--- src/rtl/prefetch.sv ---
// -----------------------------------------------------------------------------
// prefetch -- instruction prefetch unit (writer side of the instruction byte
// FIFO read by the immediate reader and the ModR/M decoder).
//
// Fetches 16-bit little-endian words from the 20-bit physical address formed
// from CS:IP. It splits each word into bytes and pushes them into the FIFO,
// stalling while the FIFO is full. A redirect (load_new_ip) flushes the FIFO
// and restarts fetching at new_cs:new_ip. A memory request that is already
// outstanding is never withdrawn. Instead its data is drained and discarded.
//
// Ports
//   clk           system clock, rising edge
//   reset         asynchronous, active-low reset
//   load_new_ip   one-cycle redirect request (highest priority)
//   new_cs/new_ip redirect target segment/offset
//   fifo_wr_en    FIFO write strobe (combinational)
//   fifo_wr_data  byte presented to the FIFO
//   fifo_full     FIFO cannot accept a byte this cycle
//   fifo_reset    one-cycle registered FIFO flush, follows a redirect
//   mem_access    memory read request, held until mem_ack
//   mem_address   word address = physical[19:1], stable while requesting
//   mem_ack       one-cycle completion, mem_data valid with it
//   mem_data      fetched word, [7:0] is the even-address byte
// -----------------------------------------------------------------------------
module prefetch (
  input  logic        clk,
  input  logic        reset,
  input  logic        load_new_ip,
  input  logic [15:0] new_cs,
  input  logic [15:0] new_ip,
  output logic        fifo_wr_en,
  output logic [7:0]  fifo_wr_data,
  input  logic        fifo_full,
  output logic        fifo_reset,
  output logic        mem_access,
  output logic [18:0] mem_address,
  input  logic        mem_ack,
  input  logic [15:0] mem_data
);

  typedef enum logic [2:0] {
    IDLE,
    FETCH,
    WRITE_LO,
    WRITE_HI,
    WAIT_ABORT
  } state_t;

  state_t      state, state_nxt;
  logic [15:0] cs, cs_nxt;
  logic [15:0] ip, ip_nxt;
  logic        abort, abort_nxt;
  logic [15:0] data_q, data_nxt;
  logic [18:0] addr_nxt;
  logic [19:0] phys;

  // The 20-bit sum drops the carry out of bit 19, giving the wrap at 1 MiB.
  assign phys = {cs, 4'b0000} + {4'b0000, ip};

  // NOTE: sequential state uses non-blocking assignments so every register
  // samples the values from before the edge, independent of statement order.
  always_ff @(posedge clk or negedge reset) begin
    if (!reset) begin
      state       <= IDLE;
      cs          <= 16'hFFFF;
      ip          <= 16'h0000;
      abort       <= 1'b0;
      data_q      <= 16'h0000;
      mem_address <= 19'h0;
      fifo_reset  <= 1'b0;
    end else begin
      state       <= state_nxt;
      cs          <= cs_nxt;
      ip          <= ip_nxt;
      abort       <= abort_nxt;
      data_q      <= data_nxt;
      mem_address <= addr_nxt;
      // Any redirect flushes whatever the FIFO already holds, one cycle later.
      fifo_reset  <= load_new_ip;
    end
  end

  // NOTE: every signal driven here gets a default first, so no path through
  // the case statement leaves one unassigned and infers a latch.
  always_comb begin
    state_nxt    = state;
    cs_nxt       = cs;
    ip_nxt       = ip;
    abort_nxt    = abort;
    data_nxt     = data_q;
    addr_nxt     = mem_address;
    mem_access   = 1'b0;
    fifo_wr_en   = 1'b0;
    fifo_wr_data = 8'h00;

    unique case (state)
      IDLE: begin
        if (!fifo_full && !load_new_ip) begin
          addr_nxt  = phys[19:1];
          state_nxt = FETCH;
        end
      end

      FETCH: begin
        mem_access = 1'b1;
        if (mem_ack) begin
          data_nxt  = mem_data;
          // An odd IP starts mid-word. The even byte belongs to an earlier
          // address and is skipped.
          state_nxt = ip[0] ? WRITE_HI : WRITE_LO;
        end
      end

      WRITE_LO: begin
        fifo_wr_data = data_q[7:0];
        if (!fifo_full && !load_new_ip) begin
          fifo_wr_en = 1'b1;
          ip_nxt     = ip + 16'd1;
          state_nxt  = WRITE_HI;
        end
      end

      WRITE_HI: begin
        fifo_wr_data = data_q[15:8];
        if (!fifo_full && !load_new_ip) begin
          fifo_wr_en = 1'b1;
          ip_nxt     = ip + 16'd1;
          state_nxt  = IDLE;
        end
      end

      WAIT_ABORT: begin
        // Keep the stale request alive until memory completes it. Its data
        // is dropped.
        mem_access = 1'b1;
        if (mem_ack) begin
          abort_nxt = 1'b0;
          state_nxt = IDLE;
        end
      end

      default: state_nxt = IDLE;
    endcase

    // A redirect overrides everything above. An unfinished request moves to
    // WAIT_ABORT rather than dropping mem_access.
    if (load_new_ip) begin
      cs_nxt = new_cs;
      ip_nxt = new_ip;
      if ((state == FETCH || state == WAIT_ABORT) && !mem_ack) begin
        state_nxt = WAIT_ABORT;
        abort_nxt = 1'b1;
      end else begin
        state_nxt = IDLE;
        abort_nxt = 1'b0;
      end
    end
  end

endmodule

--- config.mk ---
export PLATFORM = sky130hd
export DESIGN_NAME = prefetch
export DESIGN_NICKNAME = d
export VERILOG_FILES = /design/src/rtl/prefetch.sv
export SDC_FILE = /design/constraint.sdc
export NUM_CORES = 1
export LEC_CHECK = 0
export ABC_CLOCK_PERIOD_IN_PS = 2600
export BUFFER_PORTS_ARGS = -buffer_cell sky130_fd_sc_hd__buf_2
export CORE_ASPECT_RATIO = 0.75
export CORE_UTILIZATION = 50
export DETAILED_ROUTE_END_ITERATION = 7
export GPL_TIMING_DRIVEN = 0
export HOLD_SLACK_MARGIN = 0.08
export PLACE_DENSITY = 0.72
export SYNTH_ARGS = -nofsm -noshare
export SYNTH_HDL_FRONTEND = slang
export SYNTH_SLANG_ARGS = --single-unit
--- constraint.sdc ---
create_clock -name clk -period 2.6 [get_ports clk]
set_input_delay 0.13 -clock clk [delete_from_list [all_inputs] [get_ports clk]]
set_output_delay 0.13 -clock clk [all_outputs]
set_load 0.1 [all_outputs]
# [Yosys cells after proc, flatten, opt, wreduce, memory -nomap -nowiden]
# Index checks and enable logic that the tools add are counted.
[totals] reg_bits=71 in_bits=53 out_inout_bits=30 word_cells=48
[classes] add_sub_neg=2 eq_ne=9 n_mux=16 reduce_logical=15
[ops] operator="$mux 16" count=3
[ops] operator="$mux 3" count=7
[ops] operator="$add 20x16->20" count=1
[ops] operator="$add 16x1->16 const B" count=1
[ops] operator="$pmux 8 s2" count=1
[ops] operator="$ne 3x3->1 const B" count=5
[ops] operator="$pmux 3 s5" count=1
[ops] operator="$eq 3x2->1 const B" count=2
[ops] operator="$reduce_and 2->1" count=3
[ops] operator="$reduce_and 5->1" count=1
[ops] operator="$mux 1" count=4
[ops] operator="$reduce_bool 2->1" count=2
[ops] operator="$reduce_or 2->1" count=2
[ops] operator="$eq 3x1->1 const B" count=1
[ops] operator="$eq 3x3->1 const B" count=1
[ops] operator="$logic_not 1->1" count=3
[ops] operator="$logic_not 3->1" count=1
[ops] operator="$logic_and 1x1->1" count=2
[ops] operator="$logic_or 1x1->1" count=1

# [Depth between registers and ports, before layout]
[logic_depth] ltp_word=5 depth_mapped=9 depth_no_buf=9

# [Worst setup path after synthesis]
# Ideal clock, no wire load.
[synth_path] path_kind="register -> output" from="register state[2]" to="output fifo_wr_en" arrival_time_ns=2.737 required_ns=2.470 setup_slack_ns=-0.267 stages_incl_launch_ff=4 path_buffers=1 path_cell_list="dfrtp_1 nand2b_1 buf_2 nor3_1"
[synth_via] elab_chain_cells=3 elab_cells_between_ends=4 cone_classes="eq/ne: 2; mux: 1; reduce/logical: 1"
[synth_rtl] element="start: declaration" line="49" rtl="state_t state, state_nxt;"
[synth_rtl] element="start signal: assignment" line="72" rtl="state <= state_nxt;"
[synth_rtl] element="$eq 3x2->1" line="96" rtl="unique case (state)"
[synth_rtl] element="$reduce_or 2->1 (no line) (*)"
[synth_rtl] element="$mux 1 (*)"
[synth_rtl] element="end: declaration" line="31" rtl="output logic fifo_wr_en,"
# Mark *: on every way between the ends. The rest lies on a longest branch, timed or not.

# [Worst setup path in the final report]
[layout_path] from="register ip[4]" to="register mem_address[11]"
[layout_via] elab_chain_cells=1
[layout_rtl] element="start: declaration" line="51" rtl="logic [15:0] ip, ip_nxt;"
[layout_rtl] element="start signal: assignment" line="74" rtl="ip <= ip_nxt;"
[layout_rtl] element="$add 20x16->20" line="58" rtl="assign phys = {cs, 4'b0000} + {4'b0000, ip};"
[layout_rtl] element="end signal: assignment" line="77" rtl="mem_address <= addr_nxt;"
[layout_rtl] element="end: declaration" line="36" rtl="output logic [18:0] mem_address,"
# Every way passes these cells.
# A chain may end at the register's enable or synchronous reset.

==> results_dict.tcl <==
set metrics [dict create \
    setup_slack_ps 131 \
    p_int_mw 2.28 \
    grt.busiest_layer "met2" \
    overflow 0 \
    hpwl_um 6130 \
    synth_top_area_share_pct 37.9 \
    die_area_um2 7610 \
    setup_viol 0 \
    synth_top_area_cell "dfrtp_1" \
    stdcell_count 596 \
    startpoint "ip[4]" \
    ys_seq_area_share_pct 49.5 \
    postRouteAntennaNets 0 \
    antennaDiodeCount 0 \
    worstPathArrival_ps 2680 \
    dr.first_iter.drc_count 186 \
    gr-usage-met1_pct 35.8 \
    routed_via_density 5.14 \
    crit_path_end_kind "flip-flop" \
    multiInputGateArea_um2 1760 \
    syn-instance-count 349 \
    gr-usage-all-layers_pct 25.2 \
    synthesis.nets 416 \
    power_frac_seq_pct 37.0 \
    synth_top_flop_cell "dfrtp_1" \
    clkLatencyLatePin_ps 350 \
    syn2layout_area_growth_pct 34.3 \
    combPwrFrac_pct 41.8 \
    clk_pin_slew_ps 80 \
    start_util_pct 52.4 \
    min_period_ps 2470 \
    yosysWarnings 0 \
    die_h_um 75.8 \
    met3_usage_pct 7.71 \
    synth.most_common_cell "nand2_1" \
    core-area_um2 6930 \
    synth_enable_flop_cells 0 \
    cts_sinks 71 \
    min_path_type "primary input to flip-flop" \
    root_buffer "clkbuf_8" \
    status "finished clean" \
    grt_pass1_vias 2884 \
    powerDensity_nw_per_um2 848 \
    tightest_slew_ps 1030 \
    cp_max_fo 4 \
    cts_buffers 9 \
    cap_violations 0 \
    synthArstFlopShare_pct 100 \
    power.share.clock_pct 21.2 \
    ys_types 43 \
    nFillCells 546 \
    drc 0 \
    place_area_um2 4170 \
    wl_um 8990 \
    cts_htree_levels 3 \
    avgRoutedWirePerCell_um 15.1 \
    cts_buffer_depth 2 \
    vias 3066 \
    globalplace.congestion 0.807 \
    final_util_pct 70.4 \
    fin_area_um2 4880 \
    syn_avg_cell_area_um2 10.4 \
    path_class "flip-flop to flip-flop" \
    ys_seq_elements 71 \
    num_rows 26 \
    ir_worst_vdd_mv 0.595 \
    drive_above_1_share_pct 31.1 \
    grt_first_pass_wirelength_um 14100 \
    ios 83 \
    final-hold-violation-count 0 \
    grt_use_met2_pct 36.6 \
    skew_ps 7.77 \
    grt_start_max_net_pins 72 \
    pre_cts_ws_ps 189 \
    relSlewSlack_pct 30.7 \
    critPathRequiredTime_ps 2810 \
    cts_tree "yes" \
    synthTopCellsByArea "dfrtp_1 (38%), dfstp_2 (12%), mux2_2 (10%)" \
    max_freq_ghz 0.405 \
    fin_nets 560 \
    regArea_um2 1800 \
    die_x_um 100 \
    drtPass1Iterations 4 \
    report.final.slew_viol_count 0 \
    min_period_over_period_pct 95.0 \
    total_power_mw 4.14 \
    startpoint_type "flip-flop" \
    whs_ps 234 \
    r2r-start "ip[4]" \
    syn_area_um2 3630 \
    setup-tns-final_ps 0 \
    placed_cells 529 \
    synth_common_cells "nand2_1 (56), dfrtp_1 (55), o21ai_0 (34)" \
    rsz0062_at_grt "no" \
    worstHoldStart "fifo_full" \
    p_leak_nw 2.22 \
    port_buffers 82 \
    antenna_found_initial 0 \
    p_sw_mw 1.85 \
    swShare_pct 44.8 \
]
-- state kept, by name (all words and copies together) (netlist names) --
register	flops
cs	16
fifo_reset	1
mem_address	19
state	3
data_q	16
ip	16
-- cell usage in the layout, fill, tap and decap left out, drive strengths merged, types with 3 or more instances in the layout --
cell type and count:
buf 86, nand2 56, dfrtp 55, dlygate4sd3 51
o21ai 35, mux2 33, clkbuf 23, nor2 21
a21oi 18, xor2 17, dfstp 16, ha 13
xnor2 10, mux2i 9, nand3 7, inv 6
and3 5, nand4 4, nor3 3
-- path summary, 6_finish.rpt --
path	to	slack (ps)	depth (start not counted)
min reg2reg	mem_address[4]	480	2
max	mem_address[11]	130	8
max reg2reg	mem_address[11]	130	8
max in group asynchronous	data_q[3]	1570	2
min	state[0]	230	4
min in group asynchronous	ip[12]	440	2
-- cells by family (layout without fill, tap and decap cells) --
logic type / after synthesis / count (layout) / synth area share, %
muxes: 42 / 42 / 12.7
and+or+nand+nor: 108 / 108 / 13.8
buffers and inverters: 21 / 170 / 2.31
xor gates and xnor gates: 27 / 27 / 6.51
adders and majority gates: 14 / 14 / 5.03
DFF: 71 / 71 / 49.5
AOI/OAI and AO/OA: 66 / 66 / 10.1
-- critical path, stage by stage, from the launching register on --
cell and delay, ps:
dfrtp_1 440, ha_1 230, fa_1 400, a21oi_1 220
o21ai_0 110, a21oi_1 310, o31a_1 260, xor2_1 240
o21ai_0 120
-- cell type report --
class / instances / share of cell area, %
sequential: 71 / 36.8
multi-input combinational: 257 / 36.0
timing repair buffer: 133 / 18.9
clock buffer: 12 / 2.98
tap: 98 / 2.51
buffer: 15 / 1.26
clock inverter: 4 / 0.975
inverter: 6 / 0.462
-- power by group through the flow --
stage	Sequential, mW	Combinational (mW)	Clock, mW
finish	1.53	1.73	0.878
detailed placement	1.54	1.66	0
CTS	1.52	1.72	0.893
global route	1.55	1.83	0.943
global placement	1.53	1.63	0
floorplan	2.28	0.574	0
-- metal layers --
layer | part of all wire, % | vias up
li1 | - | 1504
met1 | 48 | 1452
met2 | 45 | 96
met3 | 5.5 | 14
met4 | 1.6 | 0
met5 | 0 | -
-- timing repair --
action / 4_1_cts / 5_1_grt
setup endpoints to repair: 0 / 1
hold buffers: 51 / 0
setup buffers: 0 / 0
endpoints found under the hold margin: 106 / 0
resized for setup: 0 / 1
Note: power is estimated with default switching activity, not from simulation.
